`config.mk`:
```
export PLATFORM = sky130hd
export DESIGN_NAME = fetch_queue_flat
export DESIGN_NICKNAME = d
export VERILOG_FILES = /design/src/rtl/fetch_queue_pkg.sv /design/src/rtl/fetch_queue_if.sv /design/src/rtl/fetch_queue_ring.sv /design/src/rtl/fetch_queue.sv /design/src/flat_wrapper.sv
export SDC_FILE = /design/constraint.sdc
export NUM_CORES = 1
export LEC_CHECK = 0
export CAP_MARGIN = 25
export CORE_MARGIN = 5
export CORE_UTILIZATION = 24
export DETAILED_ROUTE_END_ITERATION = 10
export GPL_TIMING_DRIVEN = 0
export PLACE_DENSITY = 0.42
export SYNTH_ARGS = -nofsm -noshare
export SYNTH_HDL_FRONTEND = slang
export SYNTH_HIERARCHICAL = 1
export SYNTH_SLANG_ARGS = --single-unit
```
`constraint.sdc`:
```
create_clock -name clk -period 2.02 [get_ports clk]
set_input_delay 0.404 -clock clk [delete_from_list [all_inputs] [get_ports clk]]
set_output_delay 0.404 -clock clk [all_outputs]
set_load 0.01 [all_outputs]
```
`src/rtl/fetch_queue_pkg.sv`:
```
// Shared types and defaults for the instruction prefetch queue.
// Package fetch_pkg: widths, reset PC, NOP encoding, queue entry type.
package fetch_pkg;

    localparam int ADDR_W = 8;
    localparam int INSTR_W = 32;

    localparam logic [ADDR_W-1:0] RESET_PC = 8'h00;
    localparam logic [INSTR_W-1:0] NOP_INSTR = 32'h0;

    typedef struct packed {
        logic [INSTR_W-1:0] instr;
        logic [ADDR_W-1:0] pc;
    } fq_entry_t;

endpackage

```
`src/rtl/fetch_queue_if.sv`:
```
// Instruction-memory and decode handshake bundle of the fetch queue.
// master = fetch queue side, slave = memory/decode side.
interface fetch_queue_if #(
    parameter int ADDR_W = fetch_pkg::ADDR_W,
    parameter int INSTR_W = fetch_pkg::INSTR_W
);

    logic imem_req_o;
    logic [ADDR_W-1:0] imem_addr_o;
    logic [INSTR_W-1:0] imem_data_i;
    logic dec_valid_o;
    logic dec_ready_i;
    logic [INSTR_W-1:0] dec_instr_o;
    logic [ADDR_W-1:0] dec_pc_o;

    modport master (
        output imem_req_o,
        output imem_addr_o,
        input imem_data_i,
        output dec_valid_o,
        input dec_ready_i,
        output dec_instr_o,
        output dec_pc_o
    );

    modport slave (
        input imem_req_o,
        input imem_addr_o,
        output imem_data_i,
        input dec_valid_o,
        output dec_ready_i,
        input dec_instr_o,
        input dec_pc_o
    );

endinterface

```
`src/rtl/fetch_queue_ring.sv`:
```
// Ring buffer for fetched {instr, pc} entries with synchronous flush.
// Pointers wrap naturally; DEPTH must be a power of two.
module fq_ring
    import fetch_pkg::*;
#(
    parameter int DEPTH = 4,
    parameter int W = INSTR_W + ADDR_W,
    localparam int PW = $clog2(DEPTH),
    localparam int CW = $clog2(DEPTH + 1)
) (
    input logic clk,
    input logic rst_n,
    input logic push,
    input logic pop,
    input logic flush,
    input logic [W-1:0] wdata,
    output logic [W-1:0] rdata,
    output logic [CW-1:0] count
);

    logic [W-1:0] mem [DEPTH];
    logic [PW-1:0] head;
    logic [PW-1:0] tail;

    // Storage, pointers and occupancy; flush wins over push/pop.
    always_ff @(posedge clk or negedge rst_n) begin
        if (!rst_n) begin
            for (int i = 0; i < DEPTH; i++) begin
                mem[i] <= '0;
            end
            head <= '0;
            tail <= '0;
            count <= '0;
        end else if (flush) begin
            head <= '0;
            tail <= '0;
            count <= '0;
        end else begin
            if (push) begin
                mem[tail] <= wdata;
                tail <= tail + 1'b1;
            end
            if (pop) begin
                head <= head + 1'b1;
            end
            if (push && !pop) begin
                count <= count + 1'b1;
            end else if (pop && !push) begin
                count <= count - 1'b1;
            end
        end
    end

    assign rdata = mem[head];

endmodule

```
`src/rtl/fetch_queue.sv`:
```
// Instruction prefetch queue: owns the fetch PC, buffers tagged words.
// Optional FETCH_QUEUE_STATS_EN adds starvation and flush counters.
module fetch_queue #(
    parameter int DEPTH = 4,
    parameter int ADDR_W = fetch_pkg::ADDR_W,
    parameter int INSTR_W = fetch_pkg::INSTR_W,
    parameter logic [ADDR_W-1:0] RESET_PC = fetch_pkg::RESET_PC,
    localparam int CW = $clog2(DEPTH + 1)
) (
    input logic clk,
    input logic rst_n,
    input logic redirect_i,
    input logic [ADDR_W-1:0] redirect_pc_i,
    fetch_queue_if.master bus,
    output logic [CW-1:0] count_o
`ifdef FETCH_QUEUE_STATS_EN
    ,
    output logic [15:0] starve_cnt_o,
    output logic [15:0] flush_cnt_o
`endif
);

    import fetch_pkg::*;

    logic [ADDR_W-1:0] pc;
    logic [ADDR_W-1:0] tag;
    logic inflight;
    logic fetchEn;
    logic req;
    logic push;
    logic pop;
    logic decValid;
    logic [CW:0] occ;
    logic [CW-1:0] count;
    logic [INSTR_W+ADDR_W-1:0] rdata;

    // Credit counts the in-flight word; a same-cycle pop is ignored.
    assign occ = {1'b0, count} + {{CW{1'b0}}, inflight};
    assign req = fetchEn && !redirect_i && (occ < (CW+1)'(DEPTH));
    assign push = inflight && !redirect_i;
    assign decValid = (count != '0) && !redirect_i;
    assign pop = decValid && bus.dec_ready_i;

    assign bus.imem_req_o = req;
    assign bus.imem_addr_o = pc;
    assign bus.dec_valid_o = decValid;
    assign bus.dec_instr_o = rdata[INSTR_W+ADDR_W-1:ADDR_W];
    assign bus.dec_pc_o = rdata[ADDR_W-1:0];
    assign count_o = count;

    // Fetch PC, one-cycle start gate after reset, in-flight tag.
    always_ff @(posedge clk or negedge rst_n) begin
        if (!rst_n) begin
            pc <= RESET_PC;
            tag <= '0;
            inflight <= 1'b0;
            fetchEn <= 1'b0;
        end else begin
            fetchEn <= 1'b1;
            inflight <= req;
            if (req) begin
                tag <= pc;
            end
            if (redirect_i) begin
                pc <= redirect_pc_i;
            end else if (req) begin
                pc <= pc + 1'b1;
            end
        end
    end

    fq_ring #(
        .DEPTH(DEPTH),
        .W(INSTR_W + ADDR_W)
    ) uRing (
        .clk(clk),
        .rst_n(rst_n),
        .push(push),
        .pop(pop),
        .flush(redirect_i),
        .wdata({bus.imem_data_i, tag}),
        .rdata(rdata),
        .count(count)
    );

`ifdef FETCH_QUEUE_STATS_EN
    // Saturating counters for decode starvation and redirect flushes.
    always_ff @(posedge clk or negedge rst_n) begin
        if (!rst_n) begin
            starve_cnt_o <= '0;
            flush_cnt_o <= '0;
        end else begin
            if (bus.dec_ready_i && !decValid && (starve_cnt_o != '1)) begin
                starve_cnt_o <= starve_cnt_o + 1'b1;
            end
            if (redirect_i && (flush_cnt_o != '1)) begin
                flush_cnt_o <= flush_cnt_o + 1'b1;
            end
        end
    end
`endif

endmodule

```
`src/flat_wrapper.sv`:
```
// flat-port wrapper written by rule: the top's interface ports become plain ports
module fetch_queue_flat import fetch_pkg::*;
#(
    parameter int DEPTH = 4,
    parameter int ADDR_W = fetch_pkg::ADDR_W,
    parameter int INSTR_W = fetch_pkg::INSTR_W,
    parameter logic [ADDR_W-1:0] RESET_PC = fetch_pkg::RESET_PC,
    localparam int CW = $clog2(DEPTH + 1)
)
  (clk, rst_n, redirect_i, redirect_pc_i, count_o, bus_imem_req_o, bus_imem_addr_o, bus_imem_data_i, bus_dec_valid_o, bus_dec_ready_i, bus_dec_instr_o, bus_dec_pc_o);
  fetch_queue_if #(.ADDR_W(ADDR_W), .INSTR_W(INSTR_W)) bus_i ();
  input logic clk;
  input logic rst_n;
  input logic redirect_i;
  input logic [ADDR_W-1:0] redirect_pc_i;
  output logic [CW-1:0] count_o;
  output wire logic [$bits(bus_i.imem_req_o)-1:0] bus_imem_req_o;
  output wire logic [$bits(bus_i.imem_addr_o)-1:0] bus_imem_addr_o;
  input wire logic [$bits(bus_i.imem_data_i)-1:0] bus_imem_data_i;
  output wire logic [$bits(bus_i.dec_valid_o)-1:0] bus_dec_valid_o;
  input wire logic [$bits(bus_i.dec_ready_i)-1:0] bus_dec_ready_i;
  output wire logic [$bits(bus_i.dec_instr_o)-1:0] bus_dec_instr_o;
  output wire logic [$bits(bus_i.dec_pc_o)-1:0] bus_dec_pc_o;
  assign bus_imem_req_o = bus_i.imem_req_o;
  assign bus_imem_addr_o = bus_i.imem_addr_o;
  assign bus_i.imem_data_i = bus_imem_data_i;
  assign bus_dec_valid_o = bus_i.dec_valid_o;
  assign bus_i.dec_ready_i = bus_dec_ready_i;
  assign bus_dec_instr_o = bus_i.dec_instr_o;
  assign bus_dec_pc_o = bus_i.dec_pc_o;
  fetch_queue #(.DEPTH(DEPTH), .ADDR_W(ADDR_W), .INSTR_W(INSTR_W), .RESET_PC(RESET_PC)) u_core (.clk(clk), .rst_n(rst_n), .redirect_i(redirect_i), .redirect_pc_i(redirect_pc_i), .bus(bus_i), .count_o(count_o));
endmodule
```
# Word level (Yosys, flattened, before mapping)
# Index checks and enable logic that the tools add are counted.
[classes] addsub=6 magnitude_cmp=4 n_reduce_logical=17 bitwise=3 muxes=15
[ops] cell="bitwise mux 160 bit" n=1
[ops] cell="two-way mux 40 bit" n=3
[ops] cell="binary-select mux 40 bit (select 2 bit)" n=1
[ops] cell="demux 40 bit (select 2 bit)" n=1
[ops] cell="two-way mux 8 bit" n=2
[ops] cell="two-way mux 3 bit" n=3
[ops] cell="adder 8 x 1 -> 8 bit (second input constant)" n=1
[ops] cell="logical AND 1 bit" n=8
[ops] cell="two-way mux 2 bit" n=4
[ops] cell=">= comparator 3 bit (second input constant)" n=2
[ops] cell="NOT 2 -> 3 bit" n=2
[ops] cell="nonzero test 2 bit" n=3
[ops] cell="nonzero test 3 bit" n=2
[ops] cell="adder 2 x 1 -> 2 bit (second input constant)" n=2
[ops] cell="adder 3 x 1 -> 4 bit" n=1
[ops] cell="less-than comparator 4 x 3 -> 1 bit (second input constant)" n=1
[ops] cell="adder 3 x 1 -> 3 bit (second input constant)" n=1
[ops] cell="logical NOT 1 bit" n=3
[ops] cell="less-than comparator 3 x 1 -> 1 bit (second input constant)" n=1
[ops] cell="subtractor 3 x 1 -> 3 bit (second input constant)" n=1
[ops] cell="AND reduction 2 bit" n=1
[ops] cell="NOT 1 bit" n=1
[totals] reg_bits=185 output_inout_bits=53

# Depth between registers and ports, before layout
# Gate-level depths: netlist of run 1.
[depth] word_depth=7 mapped_depth=9

# Modules after synthesis
# The synthesis of run 1 kept the hierarchy.
[modules_own_cells] module="fq_ring" n_inst=1 seq_area_each_um2=4179.0 cells_per_inst=429 area_each_um2=7374.6
[modules_own_cells] module="fetch_queue" n_inst=1 seq_area_each_um2=450.4 cells_per_inst=79 area_each_um2=893.4

# Worst setup path before layout of run 1
# No wires, ideal clock.
[synth_path] path_type="input -> register" start="input port redirect_i" end="register u_core.uRing.count[2]" path_slack_ns=-0.126 path_stages=9 setup_ns=0.088 arrival_ns=2.058 path_cell_list="buf_2 > clkbuf_1 > nor2b_1 > buf_4 > nor2b_1 > fa_1 > and3b_2 > o21ai_0 > nor3b_1"
[synth_lines] item="start: declaration" line_no="flat_wrapper.sv:14" rtl="input logic redirect_i;"
[synth_lines] item="logical NOT 1 bit *" line_no="fetch_queue.sv:40" rtl="assign push = inflight && !redirect_i;"
[synth_lines] item="logical AND 1 bit *" line_no="fetch_queue.sv:40"
[synth_lines] item="named net u_core.push" line_no="fetch_queue.sv:30" rtl="logic push;"
[synth_lines] item="logical AND 1 bit or logical NOT 1 bit (tied branches)" line_no="fetch_queue_ring.sv:46, fetch_queue_ring.sv:48"
[synth_lines] item="two-way mux 3 bit or logical AND 1 bit (tied branches)" line_no="fetch_queue_ring.sv:46, fetch_queue_ring.sv:48"
[synth_lines] item="two-way mux 3 bit or nonzero test 3 bit (tied branches)"
[synth_lines] item="end signal: assignment" line_no="fetch_queue_ring.sv:47" rtl="count <= count + 1'b1;"
[synth_lines] item="end signal: assignment" line_no="fetch_queue_ring.sv:49" rtl="count <= count - 1'b1;"
[synth_lines] item="end: declaration" line_no="fetch_queue_ring.sv:18" rtl="output logic [CW-1:0] count"
# The timed path passes the listed nets; every way through them passes the cells marked *.
# A chain may end at the register's enable or synchronous reset.

# Worst setup path in the final report of run 1
[layout_path] start="register u_core.uRing.head[0]" end="output port bus_dec_instr_o[23]"
[layout_via] elab_chain_cells=4
[layout_rtl] item="start: declaration" line_no="fetch_queue_ring.sv:22" rtl="logic [PW-1:0] head;"
[layout_rtl] item="start signal: assignment" line_no="fetch_queue_ring.sv:44" rtl="head <= head + 1'b1;"
[layout_rtl] item="NOT 2 -> 3 bit (implied by the code)" line_no="fetch_queue_ring.sv:54" rtl="assign rdata = mem[head];"
[layout_rtl] item="binary-select mux 40 bit (select 2 bit)" line_no="fetch_queue_ring.sv:54"
[layout_rtl] item="two-way mux 40 bit (implied by the code) (2 in a row)" line_no="fetch_queue_ring.sv:54"
[layout_rtl] item="end: declaration" line_no="flat_wrapper.sv:22" rtl="output wire logic [$bits(bus_i.dec_instr_o)-1:0] bus_dec_instr_o;"
# No other way between the ends. The select of a mux whose other input is x is not followed.

==> PnR_summary.wiki, run 1 <==
{| class="wikitable"
! Metric !! Value
|-
| Slowest stage delay, CP || 0.53 ns
|-
| VDD IR max || 0.621 mV
|-
| Count of pins on the block boundary || 97
|-
| Transition time of the tightest slew-check pin || 0.630 ns
|-
| Pwr per Cell Area || 963 nW/um^2
|-
| Result of the run || complete, but fails checks
|-
| Setup-violating endpoint count in the final report || 40
|-
| DRT Pass-1 Iters || 4
|-
| Initial antenna violation count || 1
|-
| Overall power after layout || 0.0104 W
|-
| Number of nets in the layout || 692
|-
| Layout Cell Area excl Fill || between 10000 and 15000 um^2
|-
| Last weighted congestion value of the routability-driven placer || 0.746
|-
| Final count of pins violating max slew || 0
|-
| First-pass GRT wire length || 33600 um
|-
| Critical path's slowest cell || sky130_fd_sc_hd__mux4_2
|-
| Clock skew after layout || 0.0114 ns
|-
| Routed WL || 20700 um
|-
| Setup repair after global routing missed its margin || yes
|-
| Final worst-path cycle share || 113%
|-
| Achievable Freq || approximately 440 MHz
|-
| Switching component of the power || ~0.0028 W
|-
| Delay-heaviest family, CP || buffers and inverters
|-
| Clock group share of total power || 31.8%
|-
| P_int || approximately 0.0076 W
|-
| Count of final hold-check violations || 0
|-
| Minimum clock period || 2.27 ns
|-
| Violations in the final reports || setup timing
|-
| Crit path max fanout || 7
|-
| Switching Fraction || 26.5%
|-
| Worst setup path startpoint || u_core/uRing/head[0]$_DFFE_PN0P_
|-
| Total number of yosys warnings || 6
|-
| Post-synthesis instance area || 8270 um^2
|-
| Async set or reset register ratio after synthesis || 100%
|-
| Buffers on Ports || 95
|-
| Post-route worst setup slack || -0.253 ns
|-
| Most Frequent Cell on Critical Path || sky130_fd_sc_hd__buf_12
|-
| Cell at the root of the clock tree || sky130_fd_sc_hd__clkbuf_16
|-
| Number of buffers added by the clock tree synthesis step || 17
|-
| Cell-by-cell listing of the critical path || buf_12, buf_12, buf_12, mux4_2, buf_6
|-
| Crit Path Category || register to output port
|-
| Buffer depth of the longest clock path || 2
|-
| Core Footprint || 34300 um^2
|-
| Overall die width || approximately 200 um
|-
| Maximum number of pins on one net before global-route repair || 119
|-
| Most area-consuming cells after synthesis || sky130_fd_sc_hd__dfrtp_1, sky130_fd_sc_hd__mux2_2, sky130_fd_sc_hd__mux4_2, sky130_fd_sc_hd__buf_6, sky130_fd_sc_hd__mux2_4
|-
| Class of the tightest hold or removal check || primary input to register
|-
| Depth of the CTS H-tree || 4
|-
| Top_reg_cell synth || sky130_fd_sc_hd__dfrtp_1
|-
| Detail Placement HPWL || roughly 14000 um
|-
| CP startpoint kind || register
|-
| Worst hold start || redirect_i
|-
| Total via count in the routed design || around 4800
|-
| Total overflow reported by the global router || 0
|-
| Initial Util || 24.1%
|-
| Final routed wire length divided by cell count || 18.7 um
|-
| Initial DRC count || around 120
|-
| Synth cell count leaders || sky130_fd_sc_hd__dfrtp_1, sky130_fd_sc_hd__mux2_2, sky130_fd_sc_hd__mux4_2
|-
| Number of enable flip-flop cells after synthesis || 0
|-
| Via count of the first global-routing pass || between 5000 and 6000
|-
| Synthesized flop and latch total || 185
|-
| Library cell with the highest instance count after synthesis || sky130_fd_sc_hd__dfrtp_1
|-
| Combinational share of power || 24.7%
|-
| Area fraction of the dominant cell type after synthesis || 56.0%
|-
| Flop pwr share || 43.6%
|-
| Signed area change from the synthesized netlist to the final layout || 30.5%
|-
| Num rows || between 60 and 70
|-
| Source-to-sink clock delay at the later pin of the worst-skew pair || 0.43 ns
|-
| Unique cell type count in the Yosys netlist || 41
|-
| Die area || between 30000 and 40000 um^2
|-
| Y dimension of the die || a little under 200 um
|-
| Data arrival time of the critical path || 1.87 ns
|-
| Portion of the post-synthesis area used by sequential elements || 56.0%
|-
| Max-cap violation count || 0
|-
| Cell area after placement || 9830 um^2
|-
| Required @ worst endpoint || 1.62 ns
|-
| Average size of a mapped cell || ~16 um^2
|-
| Fraction of layout instances using a drive strength above 1 || 52.5%
|-
| Remaining number of nets flagged by the antenna check after routing || 0
|-
| Global Route Usage Sum || 11.4%
|-
| Remaining design rule violation count || 0
|-
| Crit end category || output port
|-
| TritonCTS sink count || 185
|-
| Detail-routed via count per cell || 4.32
|-
| Clock tree from TritonCTS || built
|-
| Rel. slew slack || 58.0%
|-
| WP buf/inv || 4
|-
| Syn_nets || 558
|-
| N_diodes || 0
|-
| Area leader, netlist || sky130_fd_sc_hd__dfrtp_1
|-
| Mapped Cells || 508
|-
| Static power due to leakage || 4.89 nW
|-
| Total negative setup slack || -7.45 ns
|-
| Clock transition at the registers of the reported paths || 0.07 ns
|-
| Reg-to-reg startpoint || u_core/uRing/count[1]$_DFFE_PN0P_
|}
-- final timing paths --
path	endpoint	slack, ns	cells after the start
min	u_core/uRing/count[1]$_DFFE_PN0P_	0.29	2
max	bus_dec_instr_o[23]	-0.25	5
min in group asynchronous	u_core/uRing/mem[153]$_DFFE_PN0P_	0.50	2
min reg2reg	u_core/uRing/mem[70]$_DFFE_PN0P_	0.50	1
max reg2reg	u_core/uRing/count[2]$_DFFE_PN0P_	0.18	8
max in group asynchronous	u_core/bus.imem_addr_o[3]$_DFFE_PN0P_	0.49	3
-- state kept, by name (all words and copies together) (netlist names) --
signal	flops
u_core/bus.imem_addr_o	8
u_core/fetchEn	1
u_core/inflight	1
u_core/tag	8
u_core/uRing/count	3
u_core/uRing/head	2
u_core/uRing/mem	160
u_core/uRing/tail	2
-- metal layers --
layer / vias to the layer above / track usage (%) / wire length, um
li1: 2145 / - / -
met1: 2533 / 14.2 / 8880
met2: 93 / 19.3 / 10600
met3: 20 / 3.11 / 904
met4: 2 / 3.62 / 328
met5: - / 0 / 7
-- worst reg2reg max path: cells and delay by family (launching register included) --
kind	cells	cell delay, ns
and+or+nand+nor	7	0.90
adders and majority gates	1	0.38
DFF	1	0.43
-- final cells by class --
cell class / count / area (um^2)
buffer: 30 / 358
clock buffer: 19 / 433
clock inverter: 13 / 143
fill: 3361 / 23500
inverter: 7 / 28.8
multi-input combinational: 285 / 3380
sequential: 185 / 4630
tap: 455 / 569
timing repair buffer: 116 / 1250
-- cell usage in the layout (no fill, tap or decap), drive strengths merged, types with 4 or more instances in the layout --
cell and n:
inv 12, xnor2 4, clkinv 4, ha 5
mux4 40, buf 89, clkbuf 21, a221o 4
mux2 167, nand3 5, dfrtp 185, a31oi 4
nand2 14, clkdlybuf4s50 52, nor2 10, and3 4
-- stage by stage --
| stage | util [%] | hold slack [ns] | std cells | setup WS [ns] |
|---|---|---|---|---|
| after floorplan | - | 0.108 | 508 | 0.00271 |
| final | 31.5 | 0.292 | 1110 | -0.253 |
| after global routing | 31.5 | 0.300 | 1110 | -0.338 |
| after CTS | 31.3 | 0.262 | 1106 | -0.315 |
| after global placement | 28.6 | 0.481 | 1058 | -7.04 |
| after detailed placement | 28.7 | 0.400 | 1059 | -0.581 |
-- power groups by stage --
| stage | Sequential (W) | Combinational, W | Clock, W |
|---|---|---|---|
| finish | 0.00453 | 0.00256 | 0.00330 |
| floorplan | 0.00448 | 0.00126 | 0 |
| global placement | 0.00455 | 0.00234 | 0 |
| detailed placement | 0.00459 | 0.00240 | 0 |
| global route | 0.00460 | 0.00278 | 0.00363 |
| CTS | 0.00453 | 0.00260 | 0.00347 |
-- cells by family after synthesis --
group,count (synthesis),synth area share (%)
other,1,0.0454
multiplexers,208,34.0
flip-flops,185,56.0
buffers and inverters,38,3.59
AO/OA/AOI/OAI,18,1.82
XOR/XNOR,6,0.636
adder cells (fa/ha/maj),6,0.999
AND/OR/NAND/NOR,46,2.94
-- repair_timing --
action / CTS / global route
hold buffers: 1 / 0
buffers inserted: 13 / 5
gates cloned: 2 / 0
gates resized for setup: 237 / 10
pin swaps: 1 / 1
endpoints found under the setup margin: 42 / 43
endpoints found under the hold margin: 67 / 0
Note: power is estimated with default switching activity, not from simulation.
==> inputs of run 2 (changes only) <==
--- a/config.mk
+++ b/config.mk
@@ -11,6 +11,7 @@
 export DETAILED_ROUTE_END_ITERATION = 10
 export GPL_TIMING_DRIVEN = 0
 export PLACE_DENSITY = 0.42
+export REMOVE_ABC_BUFFERS = 1
 export SYNTH_ARGS = -nofsm -noshare
 export SYNTH_HDL_FRONTEND = slang
 export SYNTH_HIERARCHICAL = 1
==> PnR_summary.wiki, run 2 (synthesized netlist as in run 1, its figures left out) <==
{| class="wikitable"
! Metric !! Value
|-
| Result of the run || complete, but fails checks
|-
| Violations in the final reports || setup timing
|-
| Via count of the first global-routing pass || 5507 (-2.5%)
|-
| Detail Placement HPWL || 12500 um (-8.2%)
|-
| Worst setup path startpoint || u_core/uRing/head[0]$_DFFE_PN0P_
|-
| Initial antenna violation count || 0 (-1)
|-
| Core Footprint || 34300 um^2 (unchanged)
|-
| Maximum number of pins on one net before global-route repair || 107 (-10%)
|-
| Y dimension of the die || 196 um (unchanged)
|-
| Detail-routed via count per cell || 4.36 (+1.0%)
|-
| Total of hold buffers inserted after clock tree synthesis || 0 (-1)
|-
| Achievable Freq || 420 MHz (-4.5%)
|-
| Initial Util || 24.1% (unchanged)
|-
| VDD IR max || 0.571 mV (-8.0%)
|-
| Final count of pins violating max slew || 0 (unchanged)
|-
| Count of fill cells added during filler insertion || 3375 (+0.42%)
|-
| Global Route Usage Sum || 11.2% (-0.19 points)
|-
| N_diodes || 0 (unchanged)
|-
| Count of cells along the worst register-to-register path || 8 (unchanged)
|-
| Setup repair after global routing missed its margin || yes
|-
| Minimum clock period || 2.38 ns (+0.106 ns)
|-
| Final Util || 31.6% (+0.16 points)
|-
| Num rows || 68 (unchanged)
|-
| Commonest non-fill, non-tap cells in the layout || sky130_fd_sc_hd__dfrtp_1, sky130_fd_sc_hd__mux2_2, sky130_fd_sc_hd__clkdlybuf4s50_1, sky130_fd_sc_hd__buf_6, sky130_fd_sc_hd__mux4_2
|-
| Cell at the root of the clock tree || sky130_fd_sc_hd__clkbuf_16
|-
| Static power due to leakage || 4.92 nW (+0.47%)
|-
| Die area || 38300 um^2 (unchanged)
|-
| Remaining number of nets flagged by the antenna check after routing || 0 (unchanged)
|-
| Crit path max fanout || 6 (-1)
|-
| Overall die width || 196 um (unchanged)
|-
| Class of the tightest hold or removal check || primary input to async pin
|-
| Crit Path Category || register to output port
|-
| Initial DRC count || 142 (+22%)
|-
| Buffers on Ports || 96 (+1.1%)
|-
| Number of nets in the layout || 678 (-2.0%)
|-
| Transition time of the tightest slew-check pin || 0.822 ns (+0.192 ns)
|-
| Clock transition at the registers of the reported paths || 0.07 ns (about the same)
|-
| Flip-flop count of the largest register, all copies and words added || 160 (unchanged)
|-
| Total overflow reported by the global router || 0 (unchanged)
|-
| Buffer depth of the longest clock path || 2 (unchanged)
|-
| DRT Pass-1 Iters || 4 (unchanged)
|-
| Depth of the CTS H-tree || 4 (unchanged)
|-
| Post-route worst setup slack || -0.359 ns (-0.106 ns)
|-
| Largest register by flop count || u_core/uRing/mem
|-
| Max-cap violation count || 0 (unchanged)
|-
| Last weighted congestion value of the routability-driven placer || 0.670 (-10%)
|-
| Reg-to-reg startpoint || u_core/uRing/count[0]$_DFFE_PN0P_
|-
| Final worst-path cycle share || 118% (+5.3 points)
|-
| Signed area change from the synthesized netlist to the final layout || 31.2%
|-
| Setup-violating endpoint count in the final report || 40 (unchanged)
|-
| Source-to-sink clock delay at the later pin of the worst-skew pair || 0.43 ns (about the same)
|-
| Pwr per Cell Area || 978 nW/um^2 (+1.6%)
|-
| Clock skew after layout || 0.0110 ns (-0.000363 ns)
|-
| CP startpoint kind || register
|-
| Data arrival time of the critical path || 1.98 ns (+0.11 ns)
|-
| Clock tree from TritonCTS || built
|-
| TritonCTS sink count || 185 (unchanged)
|-
| Remaining design rule violation count || 0 (unchanged)
|-
| Routed WL || 20700 um (-0.41%)
|-
| Crit end category || output port
|-
| Required @ worst endpoint || 1.62 ns (about the same)
|-
| Total via count in the routed design || 4776 (-0.35%)
|-
| First-pass GRT wire length || 32800 um (-2.5%)
|-
| Rel. slew slack || 45.2% (-13 points)
|-
| Count of final hold-check violations || 0 (unchanged)
|-
| Final routed wire length divided by cell count || 18.9 um (+0.95%)
|-
| Count of pins on the block boundary || 97 (unchanged)
|-
| Total negative setup slack || -10.59 ns (-3.13 ns)
|-
| Number of buffers added by the clock tree synthesis step || 17 (unchanged)
|-
| Fraction of layout instances using a drive strength above 1 || 52.5% (about the same)
|-
| Leading cell type in the layout, fill and taps excluded || sky130_fd_sc_hd__dfrtp_1
|}
-- run 2: worst paths after layout --
kind,slack [ns],to
worst max register to register,0.08,u_core/uRing/count[2]$_DFFE_PN0P_
worst min-delay path,0.04,u_core/uRing/mem[111]$_DFFE_PN0P_
worst min register to register,0.50,u_core/uRing/mem[123]$_DFFE_PN0P_
worst max-delay path,-0.36,bus_dec_instr_o[1]
max in group asynchronous,1.06,u_core/bus.imem_addr_o[3]$_DFFE_PN0P_
min in group clk,0.44,u_core/uRing/count[0]$_DFFE_PN0P_
-- run 2: metrics by stage --
| stage | worst slack, ns | cells | cell area [um^2] | power (W) | hold slack [ns] |
|---|---|---|---|---|---|
| global placement | -6.91 | 1028 | 9530 | 0.00686 | 0.482 |
| finish | -0.359 | 1095 | 10800 | 0.0106 | 0.0398 |
| detailed placement | -1.71 | 1035 | 9700 | 0.00697 | 0.487 |
| CTS | -0.419 | 1090 | 10800 | 0.0108 | 0.0495 |
| floorplan | -0.784 | 477 | 8000 | 0.00571 | 0.108 |
| global route | -0.423 | 1095 | 10800 | 0.0112 | 0.0960 |
-- run 2: what timing repair did --
action	in CTS	in global routing
setup endpoints to repair	221	126
resized for setup	226	14
pin swaps	1	0
gates cloned	4	0
setup buffers	20	7
-- run 2: power by group --
part           switching [W]  internal, W
Clock                0.00143      0.00202
Combinational       0.000991      0.00165
Sequential          0.000321      0.00421
Total                0.00274      0.00787
-- run 2: worst max-delay path, stage by stage (launching register included) --
cell                      delay (ns)
sky130_fd_sc_hd__dfrtp_4        0.51
sky130_fd_sc_hd__buf_12         0.17
sky130_fd_sc_hd__buf_16         0.14
sky130_fd_sc_hd__buf_12         0.12
sky130_fd_sc_hd__mux4_2         0.45
sky130_fd_sc_hd__buf_6          0.14
-- run 2: area by class of cell --
class / instances / area (um^2) / area share (%)
Tap cell: 455 / 569 / 5.25
Clock buffer: 21 / 460 / 4.24
Sequential cell: 185 / 4640 / 42.8
Timing Repair Buffer: 132 / 1590 / 14.7
Inverter: 7 / 26.3 / 0.242
Multi-Input combinational cell: 285 / 3410 / 31.5
Clock inverter: 10 / 144 / 1.33
-- run 2: layer usage --
metal	vias to the layer above	track usage, %	share of wire [%]
met2	91	18.3	49
met5	-	0	0
met1	2551	14.9	46
met3	14	2.93	3.9
li1	2120	-	-
met4	0	3.00	1.3
==> inputs of run 3 (changes only) <==
--- a/config.mk
+++ b/config.mk
@@ -5,12 +5,14 @@
 export SDC_FILE = /design/constraint.sdc
 export NUM_CORES = 1
 export LEC_CHECK = 0
-export CAP_MARGIN = 25
+export CAP_MARGIN = 20
+export CELL_PAD_IN_SITES_DETAIL_PLACEMENT = 2
+export CELL_PAD_IN_SITES_GLOBAL_PLACEMENT = 2
 export CORE_MARGIN = 5
 export CORE_UTILIZATION = 24
 export DETAILED_ROUTE_END_ITERATION = 10
 export GPL_TIMING_DRIVEN = 0
-export PLACE_DENSITY = 0.42
+export PLACE_DENSITY = 0.53
 export REMOVE_ABC_BUFFERS = 1
 export SYNTH_ARGS = -nofsm -noshare
 export SYNTH_HDL_FRONTEND = slang
==> PnR_summary.wiki, run 3 (synthesized netlist as in run 1, its figures left out) <==
{| class="wikitable"
! Metric !! Value
|-
| Result of the run || complete, but fails checks
|-
| Violations in the final reports || setup timing
|-
| Cell area after placement || 9700 um^2 (unchanged)
|-
| Total overflow reported by the global router || 0 (unchanged)
|-
| Via count of the first global-routing pass || 5859 (+6.4%)
|-
| Total via count in the routed design || 4784 (+0.17%)
|-
| TritonCTS sink count || 185 (unchanged)
|-
| Data arrival time of the critical path || 1.96 ns (-0.02 ns)
|-
| Final count of pins violating max slew || 0 (unchanged)
|-
| Global-route met3 utilization || 3.00% (+0.069 points)
|-
| Y dimension of the die || 196 um (unchanged)
|-
| Clock tree from TritonCTS || built
|-
| Minimum clock period || 2.37 ns (-0.0133 ns)
|-
| Signed area change from the synthesized netlist to the final layout || 29.4%
|-
| Crit end category || output port
|-
| VDD IR max || 0.583 mV (+2.0%)
|-
| M2 GR Usage || 21.7% (+3.4 points)
|-
| Required @ worst endpoint || 1.62 ns (about the same)
|-
| Number of buffers added by the clock tree synthesis step || 17 (unchanged)
|-
| Reg area || 4650 um^2 (about the same)
|-
| Count of fill cells added during filler insertion || 3452 (+2.3%)
|-
| Final routed wire length divided by cell count || 20.7 um (+9.6%)
|-
| Remaining design rule violation count || 0 (unchanged)
|-
| Remaining number of nets flagged by the antenna check after routing || 0 (unchanged)
|-
| N_diodes || 0 (unchanged)
|-
| Static power due to leakage || 4.78 nW (-2.8%)
|-
| Clock transition at the registers of the reported paths || 0.08 ns (about the same)
|-
| Maximum number of pins on one net before global-route repair || 99 (-7.5%)
|-
| Fraction of layout instances using a drive strength above 1 || 53.2% (+0.67 points)
|-
| Count of pins on the block boundary || 97 (unchanged)
|-
| Rel. slew slack || 52.6% (+7.4 points)
|-
| Post-route worst setup slack || -0.346 ns (+0.0133 ns)
|-
| Transition time of the tightest slew-check pin || 0.711 ns (-0.111 ns)
|-
| Achievable Freq || 423 MHz (+0.56%)
|-
| DRT Pass-1 Iters || 4 (unchanged)
|-
| Pwr per Cell Area || 973 nW/um^2 (-0.58%)
|-
| Final Util || 31.2% (-0.42 points)
|-
| CP startpoint kind || register
|-
| Source-to-sink clock delay at the later pin of the worst-skew pair || 0.43 ns (about the same)
|-
| Setup repair after global routing missed its margin || yes
|-
| Initial DRC count || 86 (-39%)
|-
| Routed WL || 22400 um (+8.6%)
|-
| Buffer depth of the longest clock path || 2 (unchanged)
|-
| Cell at the root of the clock tree || sky130_fd_sc_hd__clkbuf_16
|-
| Last weighted congestion value of the routability-driven placer || 0.658 (-1.8%)
|-
| Clock skew after layout || 0.0143 ns (+0.00326 ns)
|-
| Flip-flop count of the largest register, all copies and words added || 160 (unchanged)
|-
| Final worst-path cycle share || 117% (-0.66 points)
|-
| Overall die width || 196 um (unchanged)
|-
| Leading cell type in the layout, fill and taps excluded || sky130_fd_sc_hd__dfrtp_1
|-
| Depth of the CTS H-tree || 4 (unchanged)
|-
| Class of the tightest hold or removal check || primary input to register
|-
| Number of nets in the layout || 667 (-1.6%)
|-
| Gr busiest metal || met2
|-
| Die area || 38300 um^2 (unchanged)
|-
| Max-cap violation count || 0 (unchanged)
|-
| Count of final hold-check violations || 0 (unchanged)
|-
| Initial antenna violation count || 0 (unchanged)
|-
| Commonest non-fill, non-tap cells in the layout || sky130_fd_sc_hd__dfrtp_1, sky130_fd_sc_hd__mux2_2, sky130_fd_sc_hd__clkdlybuf4s50_1, sky130_fd_sc_hd__mux4_2, sky130_fd_sc_hd__buf_6
|-
| Core Footprint || 34300 um^2 (unchanged)
|-
| Detail-routed via count per cell || 4.41 (+1.1%)
|-
| Layout Cell Area excl Fill || 10700 um^2 (-1.3%)
|-
| First-pass GRT wire length || 35600 um (+8.6%)
|-
| Setup-violating endpoint count in the final report || 40 (unchanged)
|-
| Num rows || 68 (unchanged)
|-
| Buffers on Ports || 96 (unchanged)
|-
| Initial Util || 24.1% (unchanged)
|-
| GRT met1 Usage || 15.0% (+0.086 points)
|-
| Crit path max fanout || 6 (unchanged)
|-
| Crit Path Category || register to output port
|-
| Detail Placement HPWL || 14000 um (+12%)
|-
| Largest register by flop count || u_core/uRing/mem
|-
| Overall power after layout || 0.0104 W (-1.9%)
|-
| Area occupied by multi-input gates || 3470 um^2 (+1.8%)
|-
| Global Route Usage Sum || 12.2% (+0.98 points)
|-
| Total negative setup slack || -10.98 ns (-0.397 ns)
|}
run 3: cell count changes in the layout (fill, tap and decap cells not counted), moves of 4 or more:
cell	delta
sky130_fd_sc_hd__buf_2	+5
sky130_fd_sc_hd__buf_12	-6
sky130_fd_sc_hd__inv_6	+6
sky130_fd_sc_hd__buf_6	-16
sky130_fd_sc_hd__clkdlybuf4s15_2	+6
sky130_fd_sc_hd__clkinvlp_4	+4
run 3: worst paths after layout:
kind                            cells after the start  slack [ns]                             start                               endpoint
worst max register to register                      6        0.11         u_core/inflight$_DFF_PN0_        u_core/uRing/mem[7]$_DFFE_PN0P_
worst max-delay path                                4       -0.35  u_core/uRing/head[0]$_DFFE_PN0P_                    bus_dec_instr_o[31]
max in group asynchronous                           3        0.51                             rst_n       u_core/uRing/head[1]$_DFFE_PN0P_
min in group asynchronous                           2        0.53                             rst_n        u_core/uRing/mem[8]$_DFFE_PN0P_
worst min-delay path                                3        0.44                        redirect_i  u_core/bus.imem_addr_o[0]$_DFFE_PN0P_
worst min register to register                      1        0.50  u_core/uRing/mem[26]$_DFFE_PN0P_       u_core/uRing/mem[26]$_DFFE_PN0P_
run 3: cell type report:
class	count	area share (%)
inverter	7	0.246
clock buffer	17	3.98
timing repair buffer	121	13.2
tap	455	5.32
multi-input combinational	285	32.5
clock inverter	15	1.43
sequential	185	43.4
run 3: routing by layer:
metal	wire length [um]	share of wire, %
met1	9460	42
met2	12000	53
met3	760	3.4
met4	232	1.0
met5	0	0
run 3: power breakdown:
part	internal (W)	total (W)	switching (W)
clock network	0.00175	0.00332	0.00158
logic	0.00153	0.00255	0.00102
registers	0.00420	0.00453	0.000328
total	0.00748	0.0104	0.00293
run 3: stage by stage:
stage / hold slack, ns / setup WS [ns] / instances
after floorplan: 0.108 / -0.784 / 477
after global placement: 0.481 / -6.93 / 1028
after detailed placement: 0.456 / -1.87 / 1035
after CTS: 0.445 / -0.388 / 1085
after global routing: 0.442 / -0.423 / 1085
final: 0.440 / -0.346 / 1085
run 3: timing repair:
action                     CTS  global route
pin swaps                    2             3
hold endpoints to repair    28             0
buffers inserted            13             2
hold buffers                 1             0
resized for setup          217            20
setup endpoints to repair  226           131
cloned                       4             0
run 3: critical path, stage by stage (launching register included):
cell and delay (ns):
sky130_fd_sc_hd__dfrtp_4 0.44, sky130_fd_sc_hd__buf_6 0.15, sky130_fd_sc_hd__buf_16 0.15, sky130_fd_sc_hd__mux4_2 0.53, sky130_fd_sc_hd__clkdlybuf4s15_2 0.24
